===== src/rtl/cv_cmd_parse_if.sv =====
// Byte-in / command-out handshake bundle for the command-line parser.
// master = UART receiver and command unit side, slave = parser side.
interface cv_cmd_parse_if #(
  parameter int MAX_DIG = 16
);
  logic                     RX_RDY_T;
  logic [7:0]               RX_DATA_R;
  logic                     RX_RDY_R;
  logic                     CMD_RDY_T;
  logic [8+4*MAX_DIG-1:0]   CMD_DATA_T;
  logic                     CMD_RDY_R;

  modport master (
    output RX_RDY_T, RX_DATA_R, CMD_RDY_R,
    input  RX_RDY_R, CMD_RDY_T, CMD_DATA_T
  );

  modport slave (
    input  RX_RDY_T, RX_DATA_R, CMD_RDY_R,
    output RX_RDY_R, CMD_RDY_T, CMD_DATA_T
  );
endinterface


===== src/rtl/cv_cmd_parse.sv =====
// ASCII command-line parser: letter, optional hex digits, CR -> {OP,CNT,OPERAND}.
// Optional macro CV_BACKSPACE_EN enables 0x08 as a line-editing backspace.
module cv_cmd_parse #(
  parameter int MAX_DIG = 16
) (
  input  logic              CLK,
  input  logic              RST,
  cv_cmd_parse_if.slave     bus
);
  localparam int W  = 4 * MAX_DIG;
  localparam int CW = 8 + W;

  typedef enum logic [1:0] {IDLE, ARG, SKIP, SEND} state_t;

  state_t          state_r, state_s;
  logic [W-1:0]    acc_r, acc_s;
  logic [4:0]      cnt_r, cnt_s;
  logic [2:0]      op_r, op_s;
  logic [CW-1:0]   data_r, data_s;
  logic            vld_r, vld_s;
  logic            rx_ok_r, rx_ok_s;
  logic [4:0]      hex_s;
  logic [7:0]      lc_s;
  logic            take_s;
  logic            line_ok_s;

  // {valid, nibble} for one ASCII hex digit
  function automatic logic [4:0] hex_decode(input logic [7:0] b);
    logic [4:0] r;
    if (b >= 8'h30 && b <= 8'h39) begin
      r = {1'b1, b[3:0]};
    end else if ((b >= 8'h41 && b <= 8'h46) || (b >= 8'h61 && b <= 8'h66)) begin
      r = {1'b1, b[3:0] + 4'd9};
    end else begin
      r = 5'b0_0000;
    end
    return r;
  endfunction

  assign bus.RX_RDY_R   = rx_ok_r;
  assign bus.CMD_RDY_T  = vld_r;
  assign bus.CMD_DATA_T = data_r;

  // next-state and datapath decode for the line parser
  always_comb begin
    state_s   = state_r;
    acc_s     = acc_r;
    cnt_s     = cnt_r;
    op_s      = op_r;
    data_s    = data_r;
    vld_s     = vld_r;
    rx_ok_s   = rx_ok_r;
    hex_s     = hex_decode(bus.RX_DATA_R);
    lc_s      = bus.RX_DATA_R | 8'h20;
    take_s    = bus.RX_RDY_T & rx_ok_r;
    line_ok_s = (op_r == 3'b001) ? (cnt_r != 5'd0) : (cnt_r == 5'd0);

    case (state_r)
      IDLE: begin
        if (!take_s) begin
          state_s = IDLE;
        end else if (lc_s == 8'h73 || lc_s == 8'h67 || lc_s == 8'h63) begin
          // case-folded 's', 'g', 'c'
          op_s    = (lc_s == 8'h73) ? 3'b001 : ((lc_s == 8'h67) ? 3'b010 : 3'b011);
          acc_s   = {W{1'b0}};
          cnt_s   = 5'd0;
          state_s = ARG;
        end else if (bus.RX_DATA_R == 8'h0D || bus.RX_DATA_R == 8'h0A ||
                     bus.RX_DATA_R == 8'h20) begin
          state_s = IDLE;
`ifdef CV_BACKSPACE_EN
        end else if (bus.RX_DATA_R == 8'h08) begin
          state_s = IDLE;
`endif
        end else begin
          state_s = SKIP;
        end
      end
      ARG: begin
        if (!take_s) begin
          state_s = ARG;
        end else if (hex_s[4]) begin
          if (cnt_r < 5'(MAX_DIG)) begin
            acc_s      = acc_r << 4;
            acc_s[3:0] = hex_s[3:0];
            cnt_s      = cnt_r + 5'd1;
          end else begin
            state_s = SKIP;
          end
        end else if (bus.RX_DATA_R == 8'h20 || bus.RX_DATA_R == 8'h0A) begin
          state_s = ARG;
        end else if (bus.RX_DATA_R == 8'h0D) begin
          data_s  = line_ok_s ? {op_r, cnt_r, acc_r} : {3'b111, 5'd0, {W{1'b0}}};
          vld_s   = 1'b1;
          rx_ok_s = 1'b0;
          state_s = SEND;
`ifdef CV_BACKSPACE_EN
        end else if (bus.RX_DATA_R == 8'h08) begin
          if (cnt_r != 5'd0) begin
            acc_s = acc_r >> 4;
            cnt_s = cnt_r - 5'd1;
          end else begin
            op_s    = 3'b000;
            state_s = IDLE;
          end
`endif
        end else begin
          state_s = SKIP;
        end
      end
      SKIP: begin
        if (take_s && bus.RX_DATA_R == 8'h0D) begin
          data_s  = {3'b111, 5'd0, {W{1'b0}}};
          vld_s   = 1'b1;
          rx_ok_s = 1'b0;
          state_s = SEND;
        end else begin
          state_s = SKIP;
        end
      end
      SEND: begin
        if (bus.CMD_RDY_R) begin
          vld_s   = 1'b0;
          rx_ok_s = 1'b1;
          state_s = IDLE;
        end else begin
          state_s = SEND;
        end
      end
      default: begin
        state_s = IDLE;
        vld_s   = 1'b0;
        rx_ok_s = 1'b1;
      end
    endcase
  end

  // parser state and registered outputs
  always_ff @(posedge CLK or posedge RST) begin
    if (RST) begin
      state_r <= IDLE;
      acc_r   <= {W{1'b0}};
      cnt_r   <= 5'd0;
      op_r    <= 3'b000;
      data_r  <= {CW{1'b0}};
      vld_r   <= 1'b0;
      rx_ok_r <= 1'b1;
    end else begin
      state_r <= state_s;
      acc_r   <= acc_s;
      cnt_r   <= cnt_s;
      op_r    <= op_s;
      data_r  <= data_s;
      vld_r   <= vld_s;
      rx_ok_r <= rx_ok_s;
    end
  end
endmodule


===== src/flat_wrapper.sv =====
// flat-port wrapper written by rule: the top's interface ports become plain ports
module cv_cmd_parse_flat 
#(
  parameter int MAX_DIG = 16
)
  (CLK, RST, bus_RX_RDY_T, bus_RX_DATA_R, bus_CMD_RDY_R, bus_RX_RDY_R, bus_CMD_RDY_T, bus_CMD_DATA_T);
  cv_cmd_parse_if #(.MAX_DIG(MAX_DIG)) bus_i ();
  input  logic CLK;
  input  logic RST;
  input wire logic [$bits(bus_i.RX_RDY_T)-1:0] bus_RX_RDY_T;
  input wire logic [$bits(bus_i.RX_DATA_R)-1:0] bus_RX_DATA_R;
  input wire logic [$bits(bus_i.CMD_RDY_R)-1:0] bus_CMD_RDY_R;
  output wire logic [$bits(bus_i.RX_RDY_R)-1:0] bus_RX_RDY_R;
  output wire logic [$bits(bus_i.CMD_RDY_T)-1:0] bus_CMD_RDY_T;
  output wire logic [$bits(bus_i.CMD_DATA_T)-1:0] bus_CMD_DATA_T;
  assign bus_i.RX_RDY_T = bus_RX_RDY_T;
  assign bus_i.RX_DATA_R = bus_RX_DATA_R;
  assign bus_i.CMD_RDY_R = bus_CMD_RDY_R;
  assign bus_RX_RDY_R = bus_i.RX_RDY_R;
  assign bus_CMD_RDY_T = bus_i.CMD_RDY_T;
  assign bus_CMD_DATA_T = bus_i.CMD_DATA_T;
  cv_cmd_parse #(.MAX_DIG(MAX_DIG)) u_core (.CLK(CLK), .RST(RST), .bus(bus_i));
endmodule

===== config.mk =====
export PLATFORM = sky130hd
export DESIGN_NAME = cv_cmd_parse_flat
export DESIGN_NICKNAME = d
export VERILOG_FILES = /design/src/rtl/cv_cmd_parse_if.sv /design/src/rtl/cv_cmd_parse.sv /design/src/flat_wrapper.sv
export SDC_FILE = /design/constraint.sdc
export NUM_CORES = 1
export LEC_CHECK = 0
export ABC_AREA = 0
export CAP_MARGIN = 20
export CORE_ASPECT_RATIO = 0.5
export CORE_MARGIN = 2
export CORE_UTILIZATION = 55
export CTS_BUF_LIST = sky130_fd_sc_hd__clkbuf_4 sky130_fd_sc_hd__clkbuf_8
export CTS_CLUSTER_SIZE = 25
export DETAILED_ROUTE_END_ITERATION = 10
export GPL_TIMING_DRIVEN = 0
export MAX_ROUTING_LAYER = met4
export PLACE_DENSITY = 0.9
export SLEW_MARGIN = 5
export SYNTH_ARGS = -nofsm -noshare
export SYNTH_HDL_FRONTEND = slang
export SYNTH_SLANG_ARGS = --single-unit

===== constraint.sdc =====
create_clock -name CLK -period 6.87 [get_ports CLK]
set_input_delay 2.061 -clock CLK [delete_from_list [all_inputs] [get_ports CLK]]
set_output_delay 2.061 -clock CLK [all_outputs]
set_load 0.005 [all_outputs]

==> impl_metrics.toml <==
[status]
status = "complete, no violations"

[critical_path]
reg2reg_depth = 7
regToRegStartpoint = "u_core.cnt_r[1]$_DFFE_PP0P_"
r2r_end = "u_core.bus.CMD_DATA_T[2]$_DFFE_PP0P_"
path_max_fanout = 10
worstPathRequired_ns = 7.18
worstSetupPathType = "primary input to flop"
worst_setup_path_end_kind = "flop"
cp-start-kind = "primary input"
worstPathArrival_ns = 5.24
rrSetupSlack_ns = 4.11

[synthesis]
synth_edf_count = 0
synth_top_family_by_area = "compound AO/OA/AOI/OAI gates"
synth.most_common_cell = "dfrtp_1"
synth-compound-area-share = 0.251
yosysUniqueCellTypes = 49
syn-num-nets = 615
yosysWarnings = 0
synthCells = 597
synthAdderAreaFrac = 0.0113
synth_area_leaders = "dfrtp_1 (55%), a22o_1 (8.2%), o211ai_1 (7.8%), nand4_1 (6.7%), o21ai_0 (5.8%)"
synthArstFlopShare = 1.00
yosysTopAreaCell = "dfrtp_1"
seq_area_frac_synth = 0.554
synth.avg_cell_area_sq_um = 11.1
synth_mux_area_frac = 0.00791
ys_seq_elements = 147
netlist.area_leader.share = 0.550
synth_area_sq_um = 6640
synth-simple-area-share = 0.120
synth_xor_area_frac = 0.00132
synth_ff_type = "dfrtp_1"
ys_top_cells_by_count = "dfrtp_1 (146), o21ai_0 (77), nand4_1 (71)"

[sta]
setup_violations = 0
slew_headroom = 0.232
skew_ns = 0.0104
min_period_over_period = 0.717
finalCriticalPeriod_ns = 4.93
rsz0062_at_grt = "no"
fmax_mhz = 203
worst_slew_pin_slew_ns = 1.14
hold_violations = 0
hold_ws_ns = 0.517
final_max_slew_viol_count = 0

[floorplan]
io_pins = 86
die_x_microns = 159
initial_core_util = 0.563
die_h_microns = 81.7
row_count = 28
die_area_sq_um = 13000
core_sq_um = 11800

[clock_network]
tritoncts = "yes"
worstSkewPairLatency_ns = 0.46
cts_buffer_depth = 2
cts_root_buffer = "clkbuf_8"
ctsResizeCount = 0
clkTransAtPathRegs_ns = 0.08
post_cts_buffers = 0
cts-buffers-inserted = 17
cts_hold_buf = 0
clock-sinks = 147
htree_levels = 4

[grt]
grt_max_degree = 98
grt_first_pass_wirelength_microns = 28900
grt_pass1_vias = 5546
grt_overflow_total = 0
antenna_found_initial = 0
grt_usage = 0.294

[power]
power.density_nw_per_um2 = 194
p_comb_frac = 0.026
power_switching_w = 0.000352
leakage_nw = 3.28
power_w = 0.00157
vdd_drop_max_mv = 0.104
clkPwrFrac = 0.425
p_int_w = 0.00122
p_sw_frac = 0.223
seqPwrFrac = 0.549

[worst_hold_path]
min_delay_worst_endpoint = "u_core.acc_r[60]$_DFFE_PP0P_"
hold_depth = 1
holdCritStartpoint = "u_core.acc_r[60]$_DFFE_PP0P_"
hp-class = "flop to flop"

[layout]
layout-drive-gt1-share = 0.0688
finalNonFillerCells = 877
antennaDiodeCount = 0
fillCellCount = 821
post-route-util = 0.687
nNetsFinal = 719
synthToLayoutAreaGrowth_pct = 22.0

[route]
ant_nets = 0
drt_iter0_drc = 514
viasPerCell = 6.57
wl_per_cell_microns = 20.3
totalWireLength_microns = 17800
drc = 0
drt-pass1-iter-count = 5
vias = 5765

[placed_design]
place.gp.congestion = 0.913
dp.final_hpwl_microns = 11900
port_buffers = 84
dpl.cell_count = 847

[run]
maxCapViolCount = 0
## layout make-up
class                           count  area [sq um]  area share
Buffer                             73           335      0.0414
Clock buffer                       21           277      0.0341
Clock inverter                      9           106      0.0131
Inverter                            6          27.5     0.00340
Multi-Input combinational cell    371          2610       0.322
Sequential cell                   147          3680       0.454
Tap cell                          165           206      0.0255
Timing Repair Buffer               85           868       0.107
## how the worst max path moves through the flow
stage | startpoint | end | slack [ns] | cells after the start
6_report | bus_RX_DATA_R[0] | u_core.bus.CMD_DATA_T[1]$_DFFE_PP0P_ | 1.94 | 10
5_1_grt | bus_RX_DATA_R[0] | u_core.bus.CMD_DATA_T[16]$_DFFE_PP0P_ | 1.78 | 10
4_1_cts | bus_RX_DATA_R[0] | u_core.bus.CMD_DATA_T[28]$_DFFE_PP0P_ | 2.06 | 10
3_5_place_dp | bus_RX_DATA_R[0] | u_core.bus.CMD_DATA_T[28]$_DFFE_PP0P_ | 1.58 | 10
3_3_place_gp | RST | u_core.bus.CMD_DATA_T[48]$_DFFE_PP0P_ | -0.93 | 2
2_1_floorplan | RST | u_core.acc_r[0]$_DFFE_PP0P_ | 0.86 | 1
## layer usage
layer	part of all wire	GRT usage
met1	0.40	0.371
met2	0.48	0.469
met3	0.090	0.0687
met4	0.026	0.125
met5	0	-
## cells in the final DEF (no fill, tap or decap), types with 3 or more instances in the layout
cell type / instances
nor3b_1: 4
nand4_1: 71
clkbuf_1: 63
buf_6: 8
nand4b_1: 4
nand2_1: 12
ha_1: 6
nand2b_1: 5
o21a_1: 3
a31oi_1: 4
inv_1: 5
dfrtp_1: 146
o211ai_1: 69
and4b_1: 3
a22o_1: 62
clkdlybuf4s50_1: 84
nand3_1: 6
nor4b_1: 3
clkbuf_8: 19
a211oi_1: 3
clkinv_2: 4
o21ai_0: 77
a21oi_1: 3
o2bb2ai_1: 4
mux2i_1: 3
## through the flow
step,setup WS [ns],cell area [sq um],setup TNS [ns]
2_1_floorplan,0.859,6640,0
3_3_place_gp,-0.931,7690,-134.27
3_5_place_dp,1.58,7720,0
4_1_cts,2.06,8110,0
5_1_grt,1.78,8110,0
6_report,1.94,8110,0
## critical path: stages
cell and delay [ns]:
clkdlybuf4s50_1 0.51, inv_1 0.14, ha_1 0.20, nor4b_1 0.52, a21bo_2 0.22, clkbuf_1 0.51, nand4b_1 0.24, buf_2 0.30
clkbuf_1 0.34, o21ai_0 0.19
## logic make-up after synthesis
kind of cell | Yosys count
buf+inv | 79
mux | 5
fa+ha+maj | 6
flops | 147
compound gates | 235
simple gates | 124
xor+xnor | 1
## state kept, by name (all words and copies together) (netlist names)
signal / cells
u_core.acc_r: 64
u_core.bus.CMD_DATA_T: 72
u_core.bus.CMD_RDY_T: 1
u_core.bus.RX_RDY_R: 1
u_core.cnt_r: 5
u_core.op_r: 2
u_core.state_r: 2
## power groups by stage
| stage | clock [W] | combinational (W) | sequential [W] |
|---|---|---|---|
| after floorplan | 0 | 0.0000236 | 0.000882 |
| after global placement | 0 | 0.0000380 | 0.000882 |
| after detailed placement | 0 | 0.0000424 | 0.000882 |
| after CTS | 0.000671 | 0.0000423 | 0.000865 |
| after global routing | 0.000709 | 0.0000468 | 0.000864 |
| final | 0.000669 | 0.0000413 | 0.000865 |
Note: power is estimated with default switching activity, not from simulation.
